--- src/rtl/ps2_mouse_init_sequencer.sv ---
// PS/2 mouse bring-up sequencer and movement-packet decoder.
// Drives ps2_rxtx through reset/self-test, sample-rate set and stream enable, with
// ACK/RESEND/timeout handling and bounded retries, then decodes 3-byte packets.
// Optional build macro: PS2_MOUSE_RESYNC_EN drops partial packets after an inter-byte gap.
module ps2_mouse_init_sequencer #(
  parameter int unsigned TIMEOUT_CYCLES = 50_000_000,
  parameter int unsigned MAX_RETRIES    = 3,
  parameter logic [7:0]  SAMPLE_RATE    = 8'd100,
  parameter int unsigned PKT_GAP_CYCLES = 2_000_000
) (
  input  logic       clk_i,
  input  logic       reset_n_i,
  input  logic [7:0] ps2_rx_data_i,
  input  logic       ps2_rx_done_i,
  input  logic       ps2_tx_done_i,
  output logic       ps2_tx_en_o,
  output logic [7:0] ps2_tx_data_o,
  output logic [8:0] x_velocity_o,
  output logic [8:0] y_velocity_o,
  output logic [2:0] btn_o,
  output logic       packet_valid_o,
  output logic       ready_o,
  output logic       error_o
);

  localparam int unsigned TmoW   = $clog2(TIMEOUT_CYCLES + 1);
  localparam int unsigned GapW   = $clog2(PKT_GAP_CYCLES + 1);
  localparam int unsigned RetryW = $clog2(MAX_RETRIES + 2);

`ifdef PS2_MOUSE_RESYNC_EN
  localparam bit ResyncEn = 1'b1;
`else
  localparam bit ResyncEn = 1'b0;
`endif

  typedef enum logic [3:0] {
    StSend, StWaitTx, StWaitAck, StWaitBat, StWaitId, StNext, StRetry, StFail,
    StStreamB1, StStreamB2, StStreamB3
  } state_e;

  state_e            state_q, state_d;
  logic [1:0]        step_q, step_d;
  logic [RetryW-1:0] retry_q, retry_d;
  logic [TmoW-1:0]   tmo_q, tmo_d;
  logic [GapW-1:0]   gap_q, gap_d;
  logic              tx_en_q, tx_en_d;
  logic [7:0]        tx_data_q, tx_data_d;
  logic [8:0]        x_q, x_d, y_q, y_d;
  logic [2:0]        btn_q, btn_d;
  logic              valid_q, valid_d;
  logic              ready_q, ready_d;
  logic              error_q, error_d;
  // Header fields kept: {ysign, xsign, btn[2:0]}.
  logic [4:0]        hdr_q, hdr_d;
  logic [7:0]        dx_q, dx_d;
  logic              tmo_hit, gap_hit, waiting, in_pkt, retry_full;

  function automatic logic [7:0] script_byte(input logic [1:0] step);
    case (step)
      2'd0:    script_byte = 8'hFF;
      2'd1:    script_byte = 8'hF3;
      2'd2:    script_byte = SAMPLE_RATE;
      default: script_byte = 8'hF4;
    endcase
  endfunction

  // Next-state, script sequencing, packet decode and counter reloads.
  always_comb begin
    state_d   = state_q;
    step_d    = step_q;
    retry_d   = retry_q;
    tx_en_d   = 1'b0;
    tx_data_d = tx_data_q;
    x_d       = x_q;
    y_d       = y_q;
    btn_d     = btn_q;
    valid_d   = 1'b0;
    hdr_d     = hdr_q;
    dx_d      = dx_q;
    tmo_hit    = (tmo_q == TmoW'(TIMEOUT_CYCLES - 1));
    gap_hit    = ResyncEn && (gap_q == GapW'(PKT_GAP_CYCLES - 1));
    retry_full = (retry_q == RetryW'(MAX_RETRIES));

    unique case (state_q)
      StSend: begin
        tx_en_d   = 1'b1;
        tx_data_d = script_byte(step_q);
        state_d   = StWaitTx;
      end
      StWaitTx: if (ps2_tx_done_i) state_d = StWaitAck;
      StWaitAck: begin
        if (ps2_rx_done_i) begin
          if (ps2_rx_data_i == 8'hFA) begin
            state_d = (step_q == 2'd0) ? StWaitBat : StNext;
          end else if (ps2_rx_data_i == 8'hFE) begin
            // Resend request: same byte again, but it still consumes a retry.
            if (retry_full) begin
              state_d = StFail;
            end else begin
              retry_d = retry_q + 1'b1;
              state_d = StSend;
            end
          end else begin
            state_d = StRetry;
          end
        end else if (tmo_hit) begin
          state_d = StRetry;
        end
      end
      StWaitBat: begin
        if (ps2_rx_done_i) state_d = (ps2_rx_data_i == 8'hAA) ? StWaitId : StRetry;
        else if (tmo_hit)  state_d = StRetry;
      end
      StWaitId: begin
        if (ps2_rx_done_i) state_d = (ps2_rx_data_i == 8'h00) ? StNext : StRetry;
        else if (tmo_hit)  state_d = StRetry;
      end
      StNext: begin
        if (step_q == 2'd3) begin
          retry_d = '0;
          state_d = StStreamB1;
        end else begin
          step_d  = step_q + 2'd1;
          state_d = StSend;
        end
      end
      StRetry: begin
        if (retry_full) begin
          state_d = StFail;
        end else begin
          retry_d = retry_q + 1'b1;
          step_d  = 2'd0;
          state_d = StSend;
        end
      end
      StFail: state_d = StFail;
      StStreamB1: begin
        // Only a byte with bit3 set can start a packet; anything else is resync noise.
        if (ps2_rx_done_i && ps2_rx_data_i[3]) begin
          hdr_d   = {ps2_rx_data_i[5], ps2_rx_data_i[4], ps2_rx_data_i[2:0]};
          state_d = StStreamB2;
        end
      end
      StStreamB2: begin
        if (ps2_rx_done_i) begin
          dx_d    = ps2_rx_data_i;
          state_d = StStreamB3;
        end else if (gap_hit) begin
          state_d = StStreamB1;
        end
      end
      StStreamB3: begin
        if (ps2_rx_done_i) begin
          x_d     = {hdr_q[3], dx_q};
          y_d     = {hdr_q[4], ps2_rx_data_i};
          btn_d   = hdr_q[2:0];
          valid_d = 1'b1;
          state_d = StStreamB1;
        end else if (gap_hit) begin
          state_d = StStreamB1;
        end
      end
      default: state_d = StSend;
    endcase

    waiting = state_q inside {StWaitAck, StWaitBat, StWaitId};
    in_pkt  = state_q inside {StStreamB2, StStreamB3};
    tmo_d   = (waiting && (state_d == state_q)) ? tmo_q + 1'b1 : '0;
    gap_d   = (ResyncEn && in_pkt && (state_d == state_q)) ? gap_q + 1'b1 : '0;
    ready_d = state_d inside {StStreamB1, StStreamB2, StStreamB3};
    error_d = error_q | (state_d == StFail);
  end

  // State and output registers.
  always_ff @(posedge clk_i or negedge reset_n_i) begin
    if (!reset_n_i) begin
      state_q   <= StSend;
      step_q    <= 2'd0;
      retry_q   <= '0;
      tmo_q     <= '0;
      gap_q     <= '0;
      tx_en_q   <= 1'b0;
      tx_data_q <= 8'hFF;
      x_q       <= '0;
      y_q       <= '0;
      btn_q     <= '0;
      valid_q   <= 1'b0;
      ready_q   <= 1'b0;
      error_q   <= 1'b0;
      hdr_q     <= '0;
      dx_q      <= '0;
    end else begin
      state_q   <= state_d;
      step_q    <= step_d;
      retry_q   <= retry_d;
      tmo_q     <= tmo_d;
      gap_q     <= gap_d;
      tx_en_q   <= tx_en_d;
      tx_data_q <= tx_data_d;
      x_q       <= x_d;
      y_q       <= y_d;
      btn_q     <= btn_d;
      valid_q   <= valid_d;
      ready_q   <= ready_d;
      error_q   <= error_d;
      hdr_q     <= hdr_d;
      dx_q      <= dx_d;
    end
  end

  assign ps2_tx_en_o    = tx_en_q;
  assign ps2_tx_data_o  = tx_data_q;
  assign x_velocity_o   = x_q;
  assign y_velocity_o   = y_q;
  assign btn_o          = btn_q;
  assign packet_valid_o = valid_q;
  assign ready_o        = ready_q;
  assign error_o        = error_q;

endmodule

--- config.mk ---
export PLATFORM = sky130hd
export DESIGN_NAME = ps2_mouse_init_sequencer
export DESIGN_NICKNAME = d
export VERILOG_FILES = /design/src/rtl/ps2_mouse_init_sequencer.sv
export SDC_FILE = /design/constraint.sdc
export NUM_CORES = 1
export LEC_CHECK = 0
export CORE_MARGIN = 2
export CORE_UTILIZATION = 55
export DETAILED_ROUTE_END_ITERATION = 10
export PLACE_DENSITY_LB_ADDON = 0.1
export SLEW_MARGIN = 25
export SYNTH_ARGS = -nofsm -noshare
export SYNTH_HDL_FRONTEND = slang
export SYNTH_SLANG_ARGS = --single-unit
--- constraint.sdc ---
create_clock -name clk_i -period 3.1 [get_ports clk_i]
set_clock_uncertainty 0.2 [all_clocks]
set_input_delay 0.465 -clock clk_i [delete_from_list [all_inputs] [get_ports clk_i]]
set_output_delay 0.465 -clock clk_i [all_outputs]
set_load 0.02 [all_outputs]
Yosys cells after proc, flatten, opt, wreduce, memory -nomap -nowiden
Index checks and enable logic that the tools add are counted.

Add/sub/neg operators: 3. Equal/unequal tests: 29. Muxes and demuxes: 30. Bitwise logic cells: 1. Reductions and logical operators: 14.

Operators with widths (count): $pmux 4 s11 (1); $mux 4 (9); $mux 3 (9); $add 26x1->26 const B (1); $eq 26x26->1 const B (1); $mux 26 (1); $eq 4x4->1 const B (6); $eq 8x8->1 const B (3); $pmux 8 s3 (1); $eq 4x3->1 const B (5); $ne 2x2->1 const B (6); $pmux 3 s3 (1); $reduce_bool 3->1 (3); $eq 4x2->1 const B (2); $logic_not 8->1 (1); $mux 2 (4); $reduce_and 2->1 (3); $reduce_and 5->1 (1); $eq 2x2->1 const B (2); $eq 4x1->1 const B (1); $eq 4x4->1 (1); $logic_not 4->1 (1); $pmux 2 s2 (1); $add 3x1->3 const B (1); other kinds (9) (12).

Flip-flop bits (word level): 81.

Logic depth before layout (Yosys ltp)
Depth after elaboration: 9. Gate-level depth with buffers: 11. Gate-level depth less buffers: 8.

Worst setup path after synthesis
No wires, ideal clock.

Path type: flip-flop to flip-flop. Start point: register retry_q[0]. End point: register tmo_q[17]. Library setup time: 69 ps. Arrival time: 2248 ps. Required time: 2831 ps. Slack: 584 ps. Cell stages (with the launch flop): 12. Cells stage by stage: dfrtp_1 > ha_1 > ha_1 > clkbuf_1 > nand2_1 > o2111ai_1 > or3_1 > a32o_1 > nand4bb_1 > buf_6 > buf_12 > nor2_2.

Cells in the longest elaborated chain, start to end: 9.

RTL lines: start, declared (line 43) `logic [RetryW-1:0] retry_q, retry_d;`; start signal, assigned (line 195) `retry_q <= retry_d;`; $eq 3x2->1 (*) (line 82) `retry_full = (retry_q == RetryW'(MAX_RETRIES));`; $mux 3 (*) (line 97, 128); $mux 3 (line 95) `end else if (ps2_rx_data_i == 8'hFE) begin`; $mux 3 (line 93) `if (ps2_rx_data_i == 8'hFA) begin`; $mux 4 (line 92) `if (ps2_rx_done_i) begin`; $pmux 4 s11 (*) (line 84) `unique case (state_q)`; $eq 4x4->1 (*) (line 168) `tmo_d = (waiting && (state_d == state_q)) ? tmo_q + 1'b1 : '0;`; $logic_and 1x1->1 (*) (line 168); $mux 26 (*) (line 168); net tmo_d[17] (line 44) `logic [TmoW-1:0] tmo_q, tmo_d;`; end signal, assigned (line 196) `tmo_q <= tmo_d;`; end, declared (line 44).

The timed path passes the listed nets; every way through them passes the cells marked *. A chain may end at the register's enable or synchronous reset.

Final worst setup path
Start point: input ps2_rx_data_i[3]. End point: register tmo_q[5].

Cells in the longest elaborated chain, start to end: 8. Elaborated cells between the ends (all ways): 17. Classes of those cells: 4 x eq/ne; 10 x mux; 3 x reduce/logical.

RTL lines: start, declared (line 13) `input logic [7:0] ps2_rx_data_i,`; $eq 8x8->1 (line 95); $mux 3 (line 95); $mux 3 (line 93); $mux 4 (line 92); $pmux 4 s11 (*) (line 84); $eq 4x4->1 (*) (line 168); $logic_and 1x1->1 (*) (line 168); $mux 26 (*) (line 168); net tmo_d[5] (line 44).

Marks and branches as above.

==> key figures <==
Clock network
  – Cts repair resizes: 0
  – CTS Buf Count: 9
  – # clock sinks: 77
  – H-tree levels: 3
  – Post-CTS setup buffers: 0
  – Skew-Pair Late Insertion Delay: 0.35 ns
  – Clock-pin slew on the worst setup and hold paths: ~0.070 ns
  – TritonCTS clock tree: yes
  – Clk root buf: clkbuf_8
  – Hold_buf cts: 0
  – CTS max path bufs: 2

Yosys
  – Netlist cell types: a little under 60
  – Seq cells post-synth: slightly below 80
  – Ys Warns: 0
  – Sequential element share of the synthesized area: about half
  – EDFF count, synth: 0
  – Syn avg cell area: 11.14 um2
  – Top FF cell, synth: dfrtp_1
  – Synthesized cell area: 3877 um2
  – Asr flop ratio synth: 100.0%
  – Mapped Cells: ~350

STA
  – Worst-margin pin slew: 0.7460 ns
  – Fmax: ~370 MHz
  – Final setup margin: approximately 0.42 ns
  – Hold Vio Cnt, Final: 0
  – Setup TNS: 0 ns
  – WHS: ~0.26 ns
  – Max Slew Vio Count: 0
  – Min Tclk post-route: 2.684 ns
  – Relative slew margins: between 40% and 50%
  – Final setup fails: 0
  – Fin crit share: between 80 and 90%
  – RSZ-0062 raised after global routing: no

Die
  – Die area: a little under 8000 um2
  – Die Ht: roughly 90 um
  – Die width: ~88 um
  – Core area: roughly 6800 um2
  – Ports: 45
  – Initial Util: 57.07%
  – Placement Rows: 30

Drt
  – Routed WL per cell: around 15 um
  – Vias after detailed routing: approximately 2700
  – DRT Wirelength: approximately 7500 um
  – Drt first pass iters: 4
  – Remaining routing DRC violations: 0
  – Vias per cell: 5.520
  – Post-DRT Antenna Nets: 0
  – Drt first-iter violations: around 160

Placement
  – Pre-CTS WS: between 0.07 and 0.08 ns
  – Placed cell area: around 4400 um2
  – DP HPWL: approximately 5300 um
  – Port Buffers: 42
  – Placed insts: 481
  – GPL Wtd Cong: approximately 0.9

Setup path
  – Crit path launch type: input port
  – Reg-to-Reg Start: state_q[3]$_DFF_PN0_
  – Worst-path maximum fanout: 25
  – R2R setup slack: approximately 0.42 ns
  – Worst setup path end: tmo_q[5]$_DFF_PN0_
  – Critical Path AT: roughly 2.7 ns
  – FF-to-FF End: tmo_q[5]$_DFF_PN0_
  – Crit path from: ps2_rx_data_i[3]
  – CP Class: input port to register
  – Worst Path Required: around 3.1 ns
  – Crit. End Element: register
  – Worst r2r path cells: 7

Hold path
  – Hold Path Class: register to register
  – Hold path depth: 2

Final layout
  – Register area: between 1500 and 2000 um2
  – Final Net Count: about 420
  – Most common cell after layout, fill and taps aside: dfrtp_1
  – Most frequent cells in the layout: 73 x dfrtp_1, 41 x clkdlybuf4s50_1, 37 x mux2_2
  – Design Area, Final: between 4000 and 5000 um2
  – Util after Layout: ~68%
  – Filler instances: ~520
  – Area growth syn-to-layout: 19.17%
  – Antenna Cells: 0
  – Post-Layout Cell Count: 498
  – Multi-input logic area: 1773 um2
  – Fraction of layout cells with a size suffix above 1: 23.38%

Power and ir drop
  – Total power draw: roughly 3.1 mW
  – Cell Pwr Density: slightly below 700 nW/um2
  – Peak VDD IR: approximately 0.26 mV
  – Leakage: around 2.1 nW

Flow run
  – Max cap viols: 0

Global route
  – Vias in the first global route: about 2600
  – Largest net degree at the start of global routing: 78
  – Global-route wire length before repair: between 10000 and 15000 um
  – GRT Overall Usage: 20.99%
  – Total global routing overflow: 0
  – Initial antenna violation count: 0

Outcome
  – Status: finished clean
[layout make-up]
type | instances | share of cell area (%)
multi-input cells | 241 | 38.37
clock inverters | 5 | 1.246
inverters | 12 | 0.9748
well taps | 96 | 2.600
flip-flops and latches | 77 | 41.81
clock buffers | 11 | 3.276
repair buffers | 56 | 11.72
[worst min-delay path by stage]
stage                                      start                           end  slack, ns
finish              ps2_tx_data_o[3]$_DFFE_PN1P_  ps2_tx_data_o[3]$_DFFE_PN1P_       0.26
global route        ps2_tx_data_o[3]$_DFFE_PN1P_  ps2_tx_data_o[3]$_DFFE_PN1P_       0.28
CTS                                    reset_n_i           tmo_q[15]$_DFF_PN0_       0.09
detailed placement  ps2_tx_data_o[3]$_DFFE_PN1P_  ps2_tx_data_o[3]$_DFFE_PN1P_       0.25
global placement    ps2_tx_data_o[3]$_DFFE_PN1P_  ps2_tx_data_o[3]$_DFFE_PN1P_       0.25
floorplan                              reset_n_i          btn_o[0]$_DFFE_PN0P_      -0.03
[worst max-delay path, stage by stage]
cell and delay, ns:
clkdlybuf4s50_1 0.49, or4_1 0.60, nor2_1 0.12, o22ai_1 0.12, nor4_1 0.38, nand4bb_1 0.24
buf_12 0.22, nor2_1 0.08
[registers in the layout (all words and copies together) (netlist names)]
name,cells
x_velocity_o,9
dx_q,8
tmo_q,26
ps2_tx_data_o,4
ready_o,1
y_velocity_o,9
state_q,4
retry_q,3
step_q,2
ps2_tx_en_o,1
hdr_q,5
btn_o,3
packet_valid_o,1
error_o,1
[kinds of logic after synthesis]
kind of cell	Yosys count	share of synthesized area, %
other cells	1	0.09671
fa+ha+maj	8	2.582
simple gates	130	19.01
mux	40	11.52
flops	77	49.82
xor+xnor	24	5.421
buf+inv	31	4.614
compound gates	37	6.938
[synthesized netlist by cell type (4+ instances only)]
library cell	n	area (um2)
buf_2	4	20.02
dfstp_2	4	105.1
o22ai_1	4	25.02
inv_1	11	41.29
buf_4	4	30.03
nand3_1	14	70.07
clkbuf_1	7	26.28
nor2_1	22	82.58
o21ai_0	5	25.02
and3_1	6	37.54
nand4_1	7	43.79
nor2_2	18	112.6
mux2_2	37	416.7
a21oi_1	5	25.02
nor2b_1	6	37.54
nand2_1	24	90.09
xor2_1	19	166.4
nand2b_1	4	25.02
ha_1	8	100.1
nor3_1	4	20.02
xnor2_1	5	43.79
dfrtp_1	73	1827
[power by group]
group | leakage, nW | internal [mW] | switching [mW] | total, mW
sequential | 1.04 | 1.15 | 0.0889 | 1.24
clock | 0.110 | 0.417 | 0.363 | 0.781
combinational | 0.925 | 0.469 | 0.624 | 1.09
total | 2.08 | 2.04 | 1.08 | 3.11
[metal layers]
metal	vias up	wire length, um	GRT usage (%)
met3	16	444	6.126
met1	1335	3562	30.61
li1	1320	-	-
met4	0	119	6.713
met5	-	0	0
met2	78	3387	30.30
Note: power is estimated with default switching activity, not from simulation.
